[config.mk]
export PLATFORM = sky130hd
export DESIGN_NAME = halfpel_interp
export DESIGN_NICKNAME = d
export VERILOG_FILES = /design/src/rtl/halfpel_interp.sv
export SDC_FILE = /design/constraint.sdc
export NUM_CORES = 1
export LEC_CHECK = 0
export CORE_ASPECT_RATIO = 1.4
export CORE_MARGIN = 4
export CORE_UTILIZATION = 35
export CTS_BUF_LIST = sky130_fd_sc_hd__clkbuf_16
export CTS_CLUSTER_SIZE = 8
export DETAILED_ROUTE_END_ITERATION = 16
export HOLD_SLACK_MARGIN = 0.12
export SYNTH_ARGS = -nofsm -noshare
export SYNTH_HDL_FRONTEND = slang
export SYNTH_SLANG_ARGS = --single-unit
[constraint.sdc]
create_clock -name clk -period 7 [get_ports clk]
set_input_delay 0.7 -clock clk [delete_from_list [all_inputs] [get_ports clk]]
set_output_delay 0.7 -clock clk [all_outputs]
set_load 0.05 [all_outputs]
[src/rtl/halfpel_interp.sv]
// Half-pel interpolation stage: turns a stream of 9-pixel integer-pel rows into
// 8 filtered 8-pixel rows per block, with the current-block row forwarded alongside.
module halfpel_interp #(
   parameter int PIX_W = 8,
   parameter int ROWS  = 8
) (
   input  logic                 clk,
   input  logic                 reset,
   input  logic                 start,
   input  logic [1:0]           mode,
   input  logic                 in_valid,
   input  logic [9*PIX_W-1:0]   int_pix,
   input  logic [8*PIX_W-1:0]   cur_pix,
   output logic [8*PIX_W-1:0]   filter_pix,
   output logic [8*PIX_W-1:0]   ref_pix,
   output logic                 out_valid,
   output logic                 busy,
   output logic                 done
);

   localparam int NPIX  = 8;
   localparam int CNT_W = (ROWS > 1) ? $clog2(ROWS) : 1;

   localparam logic [1:0] MODE_FULL = 2'd0;
   localparam logic [1:0] MODE_H    = 2'd1;
   localparam logic [1:0] MODE_V    = 2'd2;

   typedef enum logic [1:0] {S_IDLE, S_PRIME, S_RUN} state_t;

   state_t                 state_reg, state_next;
   logic [1:0]             mode_reg;
   logic [CNT_W-1:0]       row_cnt_reg;
   logic [9*PIX_W-1:0]     line_buf_reg;
   logic [8*PIX_W-1:0]     filter_pix_reg;
   logic [8*PIX_W-1:0]     ref_pix_reg;
   logic                   out_valid_reg;
   logic                   done_reg;

   logic                   mode_load;
   logic                   prime_load;
   logic                   run_beat;
   logic                   last_row;
   logic [8*PIX_W-1:0]     filt_row;

   always_ff @(posedge clk or posedge reset) begin
      if (reset) begin
         state_reg <= S_IDLE;
      end else begin
         state_reg <= state_next;
      end
   end

   always_comb begin
      state_next = state_reg;
      case (state_reg)
         S_IDLE:  if (start)    state_next = mode[1] ? S_PRIME : S_RUN;
         S_PRIME: if (in_valid) state_next = S_RUN;
         S_RUN:   if (in_valid && last_row) state_next = S_IDLE;
         default: state_next = S_IDLE;
      endcase
   end

   always_comb begin
      mode_load  = (state_reg == S_IDLE) && start;
      prime_load = (state_reg == S_PRIME) && in_valid;
      run_beat   = (state_reg == S_RUN) && in_valid;
      last_row   = (row_cnt_reg == CNT_W'(ROWS - 1));
      busy       = (state_reg != S_IDLE);
   end

   // One filter lane per output pixel; a = incoming row, b = buffered previous row.
   generate
      for (genvar gi = 0; gi < NPIX; gi++) begin : g_lane
         logic [PIX_W-1:0] a0, a1, b0, b1;
         logic [PIX_W-1:0] h_res, v_res, hv_res;

         assign a0 = int_pix[gi*PIX_W +: PIX_W];
         assign a1 = int_pix[(gi+1)*PIX_W +: PIX_W];
         assign b0 = line_buf_reg[gi*PIX_W +: PIX_W];
         assign b1 = line_buf_reg[(gi+1)*PIX_W +: PIX_W];

         assign h_res  = PIX_W'(({2'b00, a0} + {2'b00, a1} + (PIX_W+2)'(1)) >> 1);
         assign v_res  = PIX_W'(({2'b00, b0} + {2'b00, a0} + (PIX_W+2)'(1)) >> 1);
         assign hv_res = PIX_W'(({2'b00, b0} + {2'b00, b1} + {2'b00, a0} + {2'b00, a1}
                                 + (PIX_W+2)'(2)) >> 2);

         assign filt_row[gi*PIX_W +: PIX_W] =
            (mode_reg == MODE_FULL) ? a0 :
            (mode_reg == MODE_H)    ? h_res :
            (mode_reg == MODE_V)    ? v_res : hv_res;
      end
   endgenerate

   always_ff @(posedge clk or posedge reset) begin
      if (reset) begin
         mode_reg       <= MODE_FULL;
         row_cnt_reg    <= '0;
         line_buf_reg   <= '0;
         filter_pix_reg <= '0;
         ref_pix_reg    <= '0;
         out_valid_reg  <= 1'b0;
         done_reg       <= 1'b0;
      end else begin
         out_valid_reg <= run_beat;
         done_reg      <= run_beat && last_row;
         if (mode_load) begin
            mode_reg <= mode;
         end
         if (prime_load || run_beat) begin
            line_buf_reg <= int_pix;
         end
         if (run_beat) begin
            filter_pix_reg <= filt_row;
            ref_pix_reg    <= cur_pix;
            row_cnt_reg    <= last_row ? '0 : row_cnt_reg + CNT_W'(1);
         end
      end
   end

   assign filter_pix = filter_pix_reg;
   assign ref_pix    = ref_pix_reg;
   assign out_valid  = out_valid_reg;
   assign done       = done_reg;

endmodule
# After elaboration in Yosys (flattened, before gate mapping)
# Cells that the tools add are included.
[word_totals] in_bits=142 ff_bits=209 out_inout_bits=131
[op_classes] n_eq_ne=8 addsub=65 n_mux=30 reduce_logical=10
[op_table] operator="$add A8 B8 Y9" n=24
[op_table] operator="$mux W8" n=24
[op_table] operator="$add A9 B1 Y9 const B" n=16
[op_table] operator="$add A10 B2 Y10 const B" n=8
[op_table] operator="$add A10 B8 Y10" n=8
[op_table] operator="$add A9 B8 Y10" n=8
[op_table] operator="$mux W2" n=4
[op_table] operator="$ne A2 B2 Y1 const B" n=3
[op_table] operator="$pmux W2 S3" n=1
[op_table] operator="$logic_and A1 B1 Y1" n=5
[op_table] operator="$eq A2 B1 Y1 const B" n=2
[op_table] operator="$eq A2 B2 Y1 const B" n=2
[op_table] operator="$logic_not A2 Y1" n=2
[op_table] operator="$add A3 B1 Y3 const B" n=1
[op_table] operator="$eq A3 B3 Y1 const B" n=1
[op_table] operator="$mux W3" n=1
[op_table] operator="$reduce_and A3 Y1" n=1
[op_table] operator="$reduce_bool A2 Y1" n=1
[op_table] operator="$logic_or A1 B1 Y1" n=1

# Longest topological paths before layout
# Gate-level depths: netlist (run 1).
[logic_depth] depth_word=7 mapped_depth=12 mapped_depth_nobuf=12

# Worst setup path before layout (run 1)
# Ideal clock, no wire load.
[synth_path] kind="input to register" startpoint="input port int_pix[10]" endpoint="register filter_pix_reg[13], in the netlist filter_pix[13]" t_required_ns=6.875 path_stages=12 arrival_ns=3.495 slack_ns=3.380 path_buffers=0 setup_ns=0.125 cell_sequence="inv_1 > fa_1 > fa_1 > inv_1 > ha_1 > or3_4 > o22ai_4 > o21ai_2 > nor2_2 > nor2_1 > mux4_2 > mux2_2"
[synth_via] elab_chain_cells=6 elab_cells_between_ends=10 cone_classes="7 x add/sub; 3 x mux"
[synth_lines] item="from (decl)" line="12" text="input logic [9*PIX_W-1:0] int_pix,"
[synth_lines] item="$add A9 B8 Y10" line="84" text="assign hv_res = PIX_W'(({2'b00, b0} + {2'b00, b1} + {2'b00, a0} + {2'b00, a1}"
[synth_lines] item="$add A10 B8 Y10" line="84"
[synth_lines] item="$add A10 B2 Y10" line="85" text="+ (PIX_W+2)'(2)) >> 2);"
[synth_lines] item="$mux W8" line="90" text="(mode_reg == MODE_V) ? v_res : hv_res;"
[synth_lines] item="$mux W8 *" line="89" text="(mode_reg == MODE_H) ? h_res :"
[synth_lines] item="$mux W8 *" line="88" text="(mode_reg == MODE_FULL) ? a0 :"
[synth_lines] item="to (signal assigned)" line="113" text="filter_pix_reg <= filt_row;"
[synth_lines] item="to (decl)" line="34" text="logic [8*PIX_W-1:0] filter_pix_reg;"
# Mark *: on every way between the ends. The rest lies on a longest branch, timed or not.
# A chain may end at the register's enable or synchronous reset.

# Final worst setup path (run 1)
[layout_path] startpoint="input port int_pix[57]" endpoint="register filter_pix_reg[63], in the netlist filter_pix[63]"
# The elaborated chain is that of the path after synthesis.

==> results.sh, run 1 <==
export IMPL_outcome="finished, final reports clean"
export IMPL_hold_path_class="flip-flop to flip-flop"
export IMPL_crit_required_ps=7440
export IMPL_whs_ps=469
export IMPL_worstSetupEndpointType="flip-flop"
export IMPL_final_setup_tns_ps=0
export IMPL_insertion_delay_ps=580
export IMPL_critPathSlowestCell="clkdlybuf4s50_1"
export IMPL_grt_antenna_before_repair=3
export IMPL_final_cells=3260
export IMPL_final_antenna_net_count=0
export IMPL_cts_buffers_inserted=30
export IMPL_cts_repair_resize_count=0
export IMPL_slew_viol_final=0
export IMPL_detailedRoute_firstPassIterationCount=5
export IMPL_critical_path_cell_chain="clkdlybuf4s50_1, inv_1, ha_1, fa_1, inv_1, ha_1, and3b_1, o211ai_2, a21oi_1, o41ai_2, a21oi_1, a2111oi_0, a21oi_1"
export IMPL_timing_critical_path_from_type="input port"
export IMPL_groute_usage_overall_pct=20.9
export IMPL_number_of_flip_flops_in_the_largest_register=72
export IMPL_setup_viol=0
export IMPL_final_util_pct=43.4
export IMPL_number_of_remaining_drc_errors=0
export IMPL_initial_utilization_pct=35.6
export IMPL_pin_count_of_the_biggest_net_entering_global_routing=129
export IMPL_synth_sequential_area_ratio_pct=26.4
export IMPL_hold_path_startpoint="ref_pix[12]"
export IMPL_clock_tree_from_tritoncts="built"
export IMPL_synth_area_top_cells="dfrtp_1 (26%), fa_1 (14%), ha_1 (12%)"
export IMPL_clk_pin_slew_ps=60
export IMPL_top_count_cell_post_synth="nand2_1"
export IMPL_largest_vdd_supply_drop_v=0.000268
export IMPL_rsz0062_at_grt="no"
export IMPL_clock_sink_count=209
export IMPL_wl_met2_um=31600
export IMPL_buffers_from_clock_root_to_sink_at_most=3
export IMPL_num_vias=16897
export IMPL_fmaxAchievable_ghz=0.244
export IMPL_dp_cells=3223
export IMPL_final_layout_size_suffix_gt1_share_pct=4.54
export IMPL_hold_viol_final=0
export IMPL_timing_rr_start="line_buf_reg[18]"
export IMPL_cp_slowest_stage_delay_ps=720
export IMPL_final_period_utilization_pct=58.6
export IMPL_yosys_area_top_type_share_pct=26.4
export IMPL_max_slew_worst_pin_slew_ps=997
export IMPL_detailed_place_hpwl_um=48600
export IMPL_worst_r2r_path_depth=12
export IMPL_synth_flop_cell="dfrtp_1"
export IMPL_total_power_uw=13600
export IMPL_maxSlewHeadroom_pct=33.3
export IMPL_finalCriticalPeriod_ps=4100
export IMPL_routability_driven_placement_congestion_ratio=0.899
export IMPL_drt_initial_drc_count=991
export IMPL_critical_path_class="input port to flip-flop"
export IMPL_num_nets_final=2999
export IMPL_cp_arrival_ps=4540
export IMPL_yosysWarnings=0
export IMPL_chipHeight_um=290
export IMPL_route_detailed_vias_per_inst=5.18
export IMPL_detailroute_wirelength_met3_um=3180
export IMPL_whs_path_depth=2
export IMPL_max_fo_critical_path=7
export IMPL_wire_per_inst_um=19.7
export IMPL_chipWidth_um=209
export IMPL_top_cell_by_count_worst_path="a21oi_1"
export IMPL_whs_endpoint="ref_pix[12]"
export IMPL_synth_nets=2751
export IMPL_power_per_cell_area_mw_per_mm2=565
export IMPL_avgSynthCellArea_sq_um=8.70
export IMPL_post_cts_hold_buffer_count=0
export IMPL_postSynth_asyncResetShare_pct=100
export IMPL_m1WireLength_um=26700
export IMPL_ios=273
export IMPL_postSynthRegisterBits=209
export IMPL_timing_max_cap_violations=0
export IMPL_port_buffers=272
export IMPL_cpLargestDelayFamily="compound AO/OA/AOI/OAI gates"
export IMPL_synthesis_area_sq_mm=0.0198
export IMPL_critical_path_reg2reg_endpoint="filter_pix[22]"
export IMPL_dieArea_sq_mm=0.0605
export IMPL_ys_top_cells_by_count="nand2_1 (389), inv_1 (329), dfrtp_1 (209), ha_1 (194), o21ai_0 (148)"
export IMPL_worst_path_buf_inv=3
export IMPL_cts_root_buffer="clkbuf_16"
export IMPL_p_leak_uw=0.0115
export IMPL_postCtsSetupBuffers=0
export IMPL_synth_cell_type_count=78
export IMPL_wl_um=64200
export IMPL_route_top_layer_used="met5"
export IMPL_yosys_area_top_type="dfrtp_1"
export IMPL_number_of_global_route_vias_before_repair=17767
export IMPL_num_rows=102
export IMPL_area_growth_synth_to_final_pct=21.8
export IMPL_core_region_area_sq_mm=0.0556
export IMPL_worst_r2r_setup_slack_ps=3350
export IMPL_grt_pass1_wl_um=101000
export IMPL_grt_overflow_total=0
export IMPL_clock_skew_ps=16.3
export IMPL_synth_edff_count=0
export IMPL_htree_levels=1
export IMPL_synthesis_instances=2279
## cell families (layout without fill, tap and decap cells)
logic type	after synthesis	after routing	synth area share [%]
AO/OA/AOI/OAI	519	519	17.0
XOR/XNOR	93	93	4.11
adder cells (fa/ha/maj)	330	330	26.0
buffers and inverters	404	656	7.71
flip-flops	209	209	26.4
multiplexers	57	57	4.05
other	0	1	0
AND/OR/NAND/NOR	667	667	14.8
## through the flow
stage,worst slack [ps],cell area (sq um)
2_1_floorplan,591,19800
3_3_place_gp,2360,23300
3_5_place_dp,2310,23300
4_1_cts,2890,24100
5_1_grt,2590,24100
6_report,2900,24100
## report_power, final
part,total (uW),leakage (uW),switching (uW),internal (uW)
Sequential,2300,0.00253,521,1780
Combinational,9970,0.00854,6000,3970
Clock,1360,0.000412,577,786
Total,13600,0.0115,7100,6530
## layer usage
layer | track usage [%] | up-vias
met3 | 2.82 | 146
met1 | 25.3 | 8091
met2 | 37.7 | 504
met4 | 8.10 | 2
li1 | - | 8154
met5 | 0 | -
## worst max path at each step
stage	from	depth (start not counted)	slack (ps)	end
6_report	int_pix[57]	13	2900	filter_pix[63]
4_1_cts	int_pix[57]	13	2890	filter_pix[63]
3_3_place_gp	int_pix[18]	13	2360	filter_pix[22]
5_1_grt	int_pix[18]	13	2590	filter_pix[22]
2_1_floorplan	reset	1	590	done
3_5_place_dp	int_pix[57]	13	2310	filter_pix[63]
## final cells by class
cell class | count | area (sq um)
clock buffers | 30 | 751
inverters | 331 | 1250
repair buffers | 289 | 2850
diodes | 1 | 2.50
well taps | 728 | 911
flip-flops and latches | 209 | 5240
clock inverters | 6 | 61.3
multi-input cells | 1666 | 13100
fillers | 5492 | 31500
## worst min-delay path, stage by stage (launching register included)
cell and delay, ps:
dfrtp_1 330, nand2_1 50, nand2_1 60
## cells in the final DEF (no fill, tap or decap), types with 10 or more instances in the layout
cell type	count
a211oi_1	24
a21boi_0	10
a21o_1	41
a21oi_1	112
a31oi_1	23
buf_4	17
clkbuf_16	30
clkdlybuf4s50_1	272
dfrtp_1	207
fa_1	136
ha_1	194
inv_1	331
mux2_2	16
mux2i_1	24
mux4_2	17
nand2_1	388
nand2b_1	17
nand3_1	22
nor2_1	95
nor2b_1	30
nor3_1	47
o211ai_1	13
o21a_1	26
o21ai_0	148
o21bai_1	14
o31ai_1	12
or3_1	16
xnor2_1	69
xor2_1	24
No activity file was read; power rests on OpenSTA's default activity.
==> run 2, diff against run 1 <==
clock period = 3.29 ns   (was 7 ns; I/O delays follow)
==> run 2 against run 1 <==
- the run now ends with negative setup slack left
- global-route usage rose by 0.64 points
- register-to-register slack got worse by 3400 ps
- via count rose by 6.5%
- hold slack got worse by 290 ps
- first-iteration DRC count fell by 0.71%
- utilization rose by 4.1 points
- worst setup slack got worse by 2900 ps
- clock power rose by 110%
- non-clock buffer count rose by 257
- critical path type unchanged
- largest power group unchanged
==> results.sh, run 2 (synthesis results as in run 1) <==
export IMPL_hold_path_class="input port to asynchronous set/reset pin"
export IMPL_grt_antenna_before_repair=1
export IMPL_num_vias=18000
export IMPL_chipWidth_um=209
export IMPL_routability_driven_placement_congestion_ratio=0.904
export IMPL_critPathSlowestCell="fa_1"
export IMPL_htree_levels=1
export IMPL_ios=273
export IMPL_worst_path_buf_inv=5
export IMPL_number_of_global_route_vias_before_repair=18734
export IMPL_cp_arrival_ps=3780
export IMPL_slew_viol_final=0
export IMPL_pin_count_of_the_biggest_net_entering_global_routing=130
export IMPL_worstSetupEndpointType="flip-flop"
export IMPL_dpl_cell_area_sq_mm=0.0252
export IMPL_final_period_utilization_pct=101
export IMPL_wl_um=66500
export IMPL_hold_viol_final=0
export IMPL_clock_skew_ps=25.8
export IMPL_p_leak_uw=0.0128
export IMPL_dieArea_sq_mm=0.0605
export IMPL_postLayoutSetupSlackWorst_ps=-19.1
export IMPL_critical_path_cell_chain="clkdlybuf4s50_1, inv_2, buf_4, fa_1, fa_1, inv_1, ha_2, or3_4, o22ai_4, o21ai_2, and2_4, buf_4, or3_4, a21oi_2, o41ai_2"
export IMPL_detailroute_wirelength_met3_um=3710
export IMPL_insertion_delay_ps=590
export IMPL_rsz0062_at_grt="yes"
export IMPL_timing_max_cap_violations=0
export IMPL_number_of_remaining_drc_errors=0
export IMPL_detailedRoute_firstPassIterationCount=5
export IMPL_groute_usage_overall_pct=21.5
export IMPL_timing_critical_path_from_type="input port"
export IMPL_chipHeight_um=290
export IMPL_num_nets_final=3256
export IMPL_outcome="complete, but fails checks"
export IMPL_m1WireLength_um=27200
export IMPL_fmaxAchievable_ghz=0.302
export IMPL_initial_utilization_pct=35.6
export IMPL_finalCriticalPeriod_ps=3310
export IMPL_clock_tree_from_tritoncts="built"
export IMPL_buffers_from_clock_root_to_sink_at_most=3
export IMPL_port_buffers=272
export IMPL_final_layout_size_suffix_gt1_share_pct=15.2
export IMPL_layout_common_cells="nand2_1 (388), inv_1 (315), clkdlybuf4s50_1 (270)"
export IMPL_power_per_cell_area_mw_per_mm2=1240
export IMPL_commonest_non_fill_non_tap_cell_in_the_layout="nand2_1"
export IMPL_crit_required_ps=3760
export IMPL_cp_slowest_stage_delay_ps=520
export IMPL_pre_cts_slack_ps=-674
export IMPL_clk_pin_slew_ps=60
export IMPL_drt_initial_drc_count=984
export IMPL_area_growth_synth_to_final_pct=33.2
export IMPL_route_top_layer_used="met4"
export IMPL_wl_met2_um=32600
export IMPL_cts_root_buffer="clkbuf_16"
export IMPL_cts_buffers_inserted=30
export IMPL_wire_per_inst_um=18.9
export IMPL_cpLargestDelayFamily="adder cells"
export IMPL_maxSlewHeadroom_pct=25.9
export IMPL_largest_vdd_supply_drop_v=0.000685
export IMPL_clock_sink_count=209
export IMPL_detailed_place_hpwl_um=52000
export IMPL_critical_path_class="input port to flip-flop"
export IMPL_final_antenna_net_count=0
export IMPL_violations="negative setup slack"
export IMPL_worst_r2r_setup_slack_ps=-10
export IMPL_grt_overflow_total=0
export IMPL_max_slew_worst_pin_slew_ps=1110
export IMPL_number_of_flip_flops_in_the_largest_register=72
export IMPL_route_detailed_vias_per_inst=5.12
export IMPL_num_rows=102
export IMPL_post_route_cell_area_sq_mm=0.0264
export IMPL_setup_viol=1
export IMPL_max_fo_critical_path=2
export IMPL_core_region_area_sq_mm=0.0556
export IMPL_grt_pass1_wl_um=104000
[run 2: cell count changes in the layout (fill, tap and decap cells not counted), moves of 4 or more]
| cell | change |
|---|---|
| buf_4 | +248 |
| inv_1 | -16 |
| inv_2 | +17 |
| ha_4 | +5 |
| buf_12 | +9 |
| ha_1 | -6 |
| o21ai_0 | -5 |
| a21oi_1 | -14 |
| a21boi_0 | -4 |
| a21oi_2 | +13 |
| a21boi_1 | +4 |
[run 2: report_power, final]
| part | total (uW) | switching [uW] | internal [uW] | leakage [uW] |
|---|---|---|---|---|
| clock | 2820 | 1220 | 1600 | 0.000406 |
| sequential | 4790 | 1000 | 3790 | 0.00253 |
| combinational | 25000 | 13900 | 11100 | 0.00986 |
| total | 32600 | 16100 | 16500 | 0.0128 |
[run 2: final timing paths]
| path | cells past startpoint | from | to |
|---|---|---|---|
| hold / removal | 2 | reset | ref_pix[5] |
| setup reg to reg | 13 | line_buf_reg[11] | filter_pix[14] |
| hold reg to reg | 2 | ref_pix[29] | ref_pix[29] |
| min in group clk | 3 | cur_pix[8] | ref_pix[8] |
| max in group asynchronous | 4 | reset | filter_pix[62] |
| setup / recovery | 15 | int_pix[18] | filter_pix[14] |
[run 2: final cells by class]
cell class              instances  area, sq um
multi-input cells            1666        13300
diodes                          1         2.50
clock inverters                 8         42.5
well taps                     728          911
clock buffers                  30          751
repair buffers                546         4900
flip-flops and latches        209         5240
fillers                      5413        29200
inverters                     331         1250
[run 2: repair_timing]
item,CTS,global route
pin swaps,11,37
endpoints found under the setup margin,6,21
hold endpoints to repair,0,0
hold buffers,0,0
buffers inserted,1,14
resized for setup,15,58
[run 2: through the flow]
stage | TNS [ps] | utilization (%) | cells | total power (uW) | hold slack (ps)
global route | -442 | 47.4 | 3519 | 35500 | 227
finish | -19.1 | 47.4 | 3519 | 32600 | 183
detailed placement | -21960 | 45.4 | 3465 | 28700 | 461
CTS | -19.1 | 46.9 | 3504 | 31900 | 179
floorplan | 0 | - | 2279 | 20100 | 434
global placement | -19800 | 45.4 | 3465 | 28100 | 456
[run 2: metal layers]
layer  track usage [%]  vias to the layer above
li1                  -                     8651
met1              26.4                     8654
met2              37.8                      536
met3              3.11                      159
met4              9.47                        0
met5                 0                        -
==> RTL change 1: new RTL, settings of run 1 <==
Make the reset (`reset`) synchronous in 2 clocked blocks.
--- a/src/rtl/halfpel_interp.sv
+++ b/src/rtl/halfpel_interp.sv
@@ -43,5 +43,5 @@
    logic [8*PIX_W-1:0]     filt_row;
 
-   always_ff @(posedge clk or posedge reset) begin
+   always_ff @(posedge clk) begin
       if (reset) begin
          state_reg <= S_IDLE;
@@ -92,5 +92,5 @@
    endgenerate
 
-   always_ff @(posedge clk or posedge reset) begin
+   always_ff @(posedge clk) begin
       if (reset) begin
          mode_reg       <= MODE_FULL;
Formal check against the unedited RTL: differs if reset is asserted again (counterexample within 4 cycles, from zero or initial values and one cycle with reset high); with reset held inactive, the same outputs for 4 cycles.
==> RTL change 1 against run 1 <==
Sequential cell count stayed put. Final area fell by 1.7%. Die area shrank 1.5%. Routed wire length is 13% higher. Global-route usage up 2.5 points. Setup slack better by 0.22 ns. Area after synthesis fell by 1.5%. Clock skew shrank 0.0013 ns. Highest routed layer is now met4.
Power is not compared: it rests on default switching activity, and its combinational part moved more than twofold at a synthesized area within 25%.
==> RTL change 1: results (changes against run 1) <==
YOSYS
--------------------------------------------------------------------------------
Post-synthesis sequential area ratio                                       0.214   -0.0495
Synth unique cells                                                            69   -12%
Post-Synth Adder-Cell Area                                                 0.264   +0.00407
Leading cell types by count after synthesis                         sky130_fd_sc_hd__nand2_1 (387), sky130_fd_sc_hd__inv_1 (311), sky130_fd_sc_hd__a21oi_1 (258), sky130_fd_sc_hd__dfxtp_1 (209), sky130_fd_sc_hd__ha_1 (194)
Leading post-synthesis cells by cell area                           sky130_fd_sc_hd__dfxtp_1 (21%), sky130_fd_sc_hd__fa_1 (14%), sky130_fd_sc_hd__ha_1 (12%)
Total nets after synthesis                                                  2921   +6.2%
Xor and xnor area share after synthesis                                   0.0346   -0.00654

CRITICAL PATH
--------------------------------------------------------------------------------
Critical-path maximum fanout                                                   6   -1
R2R Setup Slk                                                            3.59 ns   +0.24 ns
Launching point of the worst reg2reg path                           state_reg[0]$_SDFFE_PP0P_
Arrival time at the worst endpoint                                       4.31 ns   -0.23 ns
Depth of the worst register-to-register path                                   6   -6

DETAILED ROUTING
--------------------------------------------------------------------------------
DR vias                                                                    18.7k   +11%
Initial DRC count                                                           1037   +4.6%
Highest metal layer with signal wires                                       met4
WL final                                                                72600 um   +13%
Wire length on met1                                                     28700 um   +7.7%
Sum of met3 wire segment lengths after detailed routing                  3340 um   +4.9%
Routed wl met2                                                          36500 um   +15%

CELLS AND AREA
--------------------------------------------------------------------------------
Invs w/o clock                                                               311   -6.0%
Net total in the final layout                                               3145   +4.9%
Count of multi-input combinational gates                                    1832   +10%
Fillcell total                                                              5474   -0.33%
Proportion of layout cells with a drive suffix above 1                    0.0321   -0.0133

PLACEMENT
--------------------------------------------------------------------------------
Worst slack at placement                                                 2.57 ns   +0.267 ns
Gp weighted congestion                                                     0.911   +1.3%

WORST HOLD PATH
--------------------------------------------------------------------------------
Worst Hold Path EP                                                  ref_pix[28]$_SDFFE_PP0P_
Launch instance of the worst min-delay path                         ref_pix[28]$_SDFFE_PP0P_

GLOBAL ROUTE
--------------------------------------------------------------------------------
Global-route wire length before repair                                 110000 um   +9.4%
Number of antenna violations at the first check in global routing              2   -1
GRT met3 Usage                                                            0.0219   -0.00624

TIMING
--------------------------------------------------------------------------------
Clock skew after layout                                                0.0150 ns   -0.00128 ns
Least-Margin Pin Slew                                                    1.05 ns   +0.0547 ns

OUTCOME
--------------------------------------------------------------------------------
Result of the run                                                   complete, no violations

-- RTL change 1: cell count changes in the layout (fill, tap and decap cells not counted), moves of 13 or more --
| cell | delta |
|---|---|
| sky130_fd_sc_hd__o21ai_0 | -32 |
| sky130_fd_sc_hd__nor2_1 | +14 |
| sky130_fd_sc_hd__mux2_2 | -16 |
| sky130_fd_sc_hd__dfrtp_1 | -207 |
| sky130_fd_sc_hd__a21oi_1 | +146 |
| sky130_fd_sc_hd__nor2b_1 | -13 |
| sky130_fd_sc_hd__inv_1 | -13 |
| sky130_fd_sc_hd__dfxtp_1 | +207 |
| sky130_fd_sc_hd__nand2b_1 | +13 |
| sky130_fd_sc_hd__xnor2_1 | -25 |
| sky130_fd_sc_hd__a211oi_1 | +27 |
-- RTL change 1: metrics by stage --
step	std cells	hold WS, ns	cell area, sq um
after detailed placement	3369	0.445	22900
after CTS	3408	0.433	23700
after global routing	3409	0.465	23700
after floorplan	2449	0.436	19500
final	3409	0.450	23700
after global placement	3369	0.441	22900
==> RTL change 2: new RTL, settings of run 1 <==
Made on the original files. Set the parameter `PIX_W` to 7 (it was 8).
--- a/src/rtl/halfpel_interp.sv
+++ b/src/rtl/halfpel_interp.sv
@@ -2,5 +2,5 @@
 // 8 filtered 8-pixel rows per block, with the current-block row forwarded alongside.
 module halfpel_interp #(
-   parameter int PIX_W = 8,
+   parameter int PIX_W = 7,
    parameter int ROWS  = 8
 ) (
Ports: changed (resized cur_pix, filter_pix, int_pix and ref_pix); port bits go from 273 to 240. The function was not compared with the original's and may differ.
==> RTL change 2 against run 1 <==
Routed wire length is 16% lower. Clock power is 27% lower. Die area is 14% lower. Area after synthesis is 14% lower. Non-clock buffer count is 38 lower. First-iteration DRC count is 29% lower. Setup slack worse by 0.013 ns. Utilization is 0.54 points lower. Power is 14% lower. Sequential cell count is 25 lower. Final area is 15% lower.
==> RTL change 2: results (changes against run 1) <==
YOSYS
--------------------------------------------------------------------------------
Fraction of synthesized area in multiplexers                              0.0313   -0.00921
Total nets after synthesis                                                  2334   -15%
Post-synthesis sequential area ratio                                       0.271   +0.00728
Post-synthesis cell count                                                   1919   -16%
Synth unique cells                                                            74   -5.1%
Area fraction in compound gates after synthesis                            0.177   +0.00751

POWER
--------------------------------------------------------------------------------
Part of the power in the clock network                                     0.085   -0.015
Static power due to leakage                                              9.63 nW   -16%

GLOBAL ROUTE
--------------------------------------------------------------------------------
Vias in the first global route                                             14.9k   -16%
Gr usage total                                                             0.205   -0.00415
Pin count of the biggest net entering global routing                         124   -3.9%
Global-route wire length before repair                                  83700 um   -17%
Number of antenna violations at the first check in global routing              2   -1
GRT met3 Usage                                                            0.0335   +0.00531
Met2 routing resource usage after global routing                           0.374   -0.00369

OUTCOME
--------------------------------------------------------------------------------
Result of the run                                                   complete, no violations

PLACEMENT
--------------------------------------------------------------------------------
Worst slack at placement                                                 2.36 ns   +0.0520 ns
Number of instances in the placed design                                    2737   -15%
Cell Area, Placed                                                    20000 sq um   -14%
Port bufs                                                                    239   -12%

DETAILED ROUTING
--------------------------------------------------------------------------------
Sum of met3 wire segment lengths after detailed routing                  2550 um   -20%
Routed wl met2                                                          27400 um   -13%
Mean number of vias per cell                                                5.22   +0.66%
Wire length on met1                                                     21900 um   -18%

CLOCK NETWORK
--------------------------------------------------------------------------------
CTS Buf Count                                                                 17   -43%
CTS H-tree depth                                                               4   +3

TIMING
--------------------------------------------------------------------------------
Least-Margin Pin Slew                                                    1.00 ns   +0.00830 ns
Clock skew after layout                                               0.00883 ns   -0.00746 ns

CELLS AND AREA
--------------------------------------------------------------------------------
Fin cells                                                                   2768   -15%
Max reg flops                                                                 63   -13%
Proportion of layout cells with a drive suffix above 1                    0.0445   -0.000982
Fillcell total                                                              4714   -14%

CRITICAL PATH
--------------------------------------------------------------------------------
Max stage delay on crit path                                             0.70 ns   -0.02 ns
Cell family with the largest share of critical-path delay            adder cells

-- RTL change 2: cell type report --
cell class | count | area (sq um) | area share
multi-input combinational | 1415 | 11200 | 0.542
sequential | 184 | 4610 | 0.224
timing repair buffer | 251 | 2480 | 0.121
inverter | 257 | 975 | 0.0474
tap | 630 | 788 | 0.0383
clock buffer | 17 | 425 | 0.0207
clock inverter | 13 | 133 | 0.00645
antenna | 1 | 2.50 | 0.000122
-- RTL change 2: power by group through the flow --
stage          combinational [mW]  sequential (mW)  clock (mW)
2_1_floorplan                5.29             3.03           0
4_1_cts                      8.66             2.07        1.03
5_1_grt                      9.54             2.14        1.06
3_5_place_dp                 8.59             2.09           0
6_report                     8.61             2.07       0.989
3_3_place_gp                 8.41             2.08           0
-- RTL change 2: logic make-up after synthesis --
group / Yosys count
multiplexers: 32
XOR/XNOR: 86
AO/OA/AOI/OAI: 465
adder cells (fa/ha/maj): 290
flip-flops: 184
buffers and inverters: 320
AND/OR/NAND/NOR: 542
-- RTL change 2: path summary, 6_finish.rpt --
check                                        startpoint                          end  slack, ns  cells after the start
max                                         int_pix[23]   filter_pix[26]$_DFFE_PP0P_       2.89                     12
min                              ref_pix[7]$_DFFE_PP0P_       ref_pix[7]$_DFFE_PP0P_       0.47                      2
max reg2reg                line_buf_reg[23]$_DFFE_PP0P_   filter_pix[26]$_DFFE_PP0P_       3.51                     11
min reg2reg                      ref_pix[7]$_DFFE_PP0P_       ref_pix[7]$_DFFE_PP0P_       0.47                      2
max in group asynchronous                         reset      mode_reg[0]$_DFFE_PP0P_       4.67                      3
min in group asynchronous                         reset  line_buf_reg[7]$_DFFE_PP0P_       0.83                      2
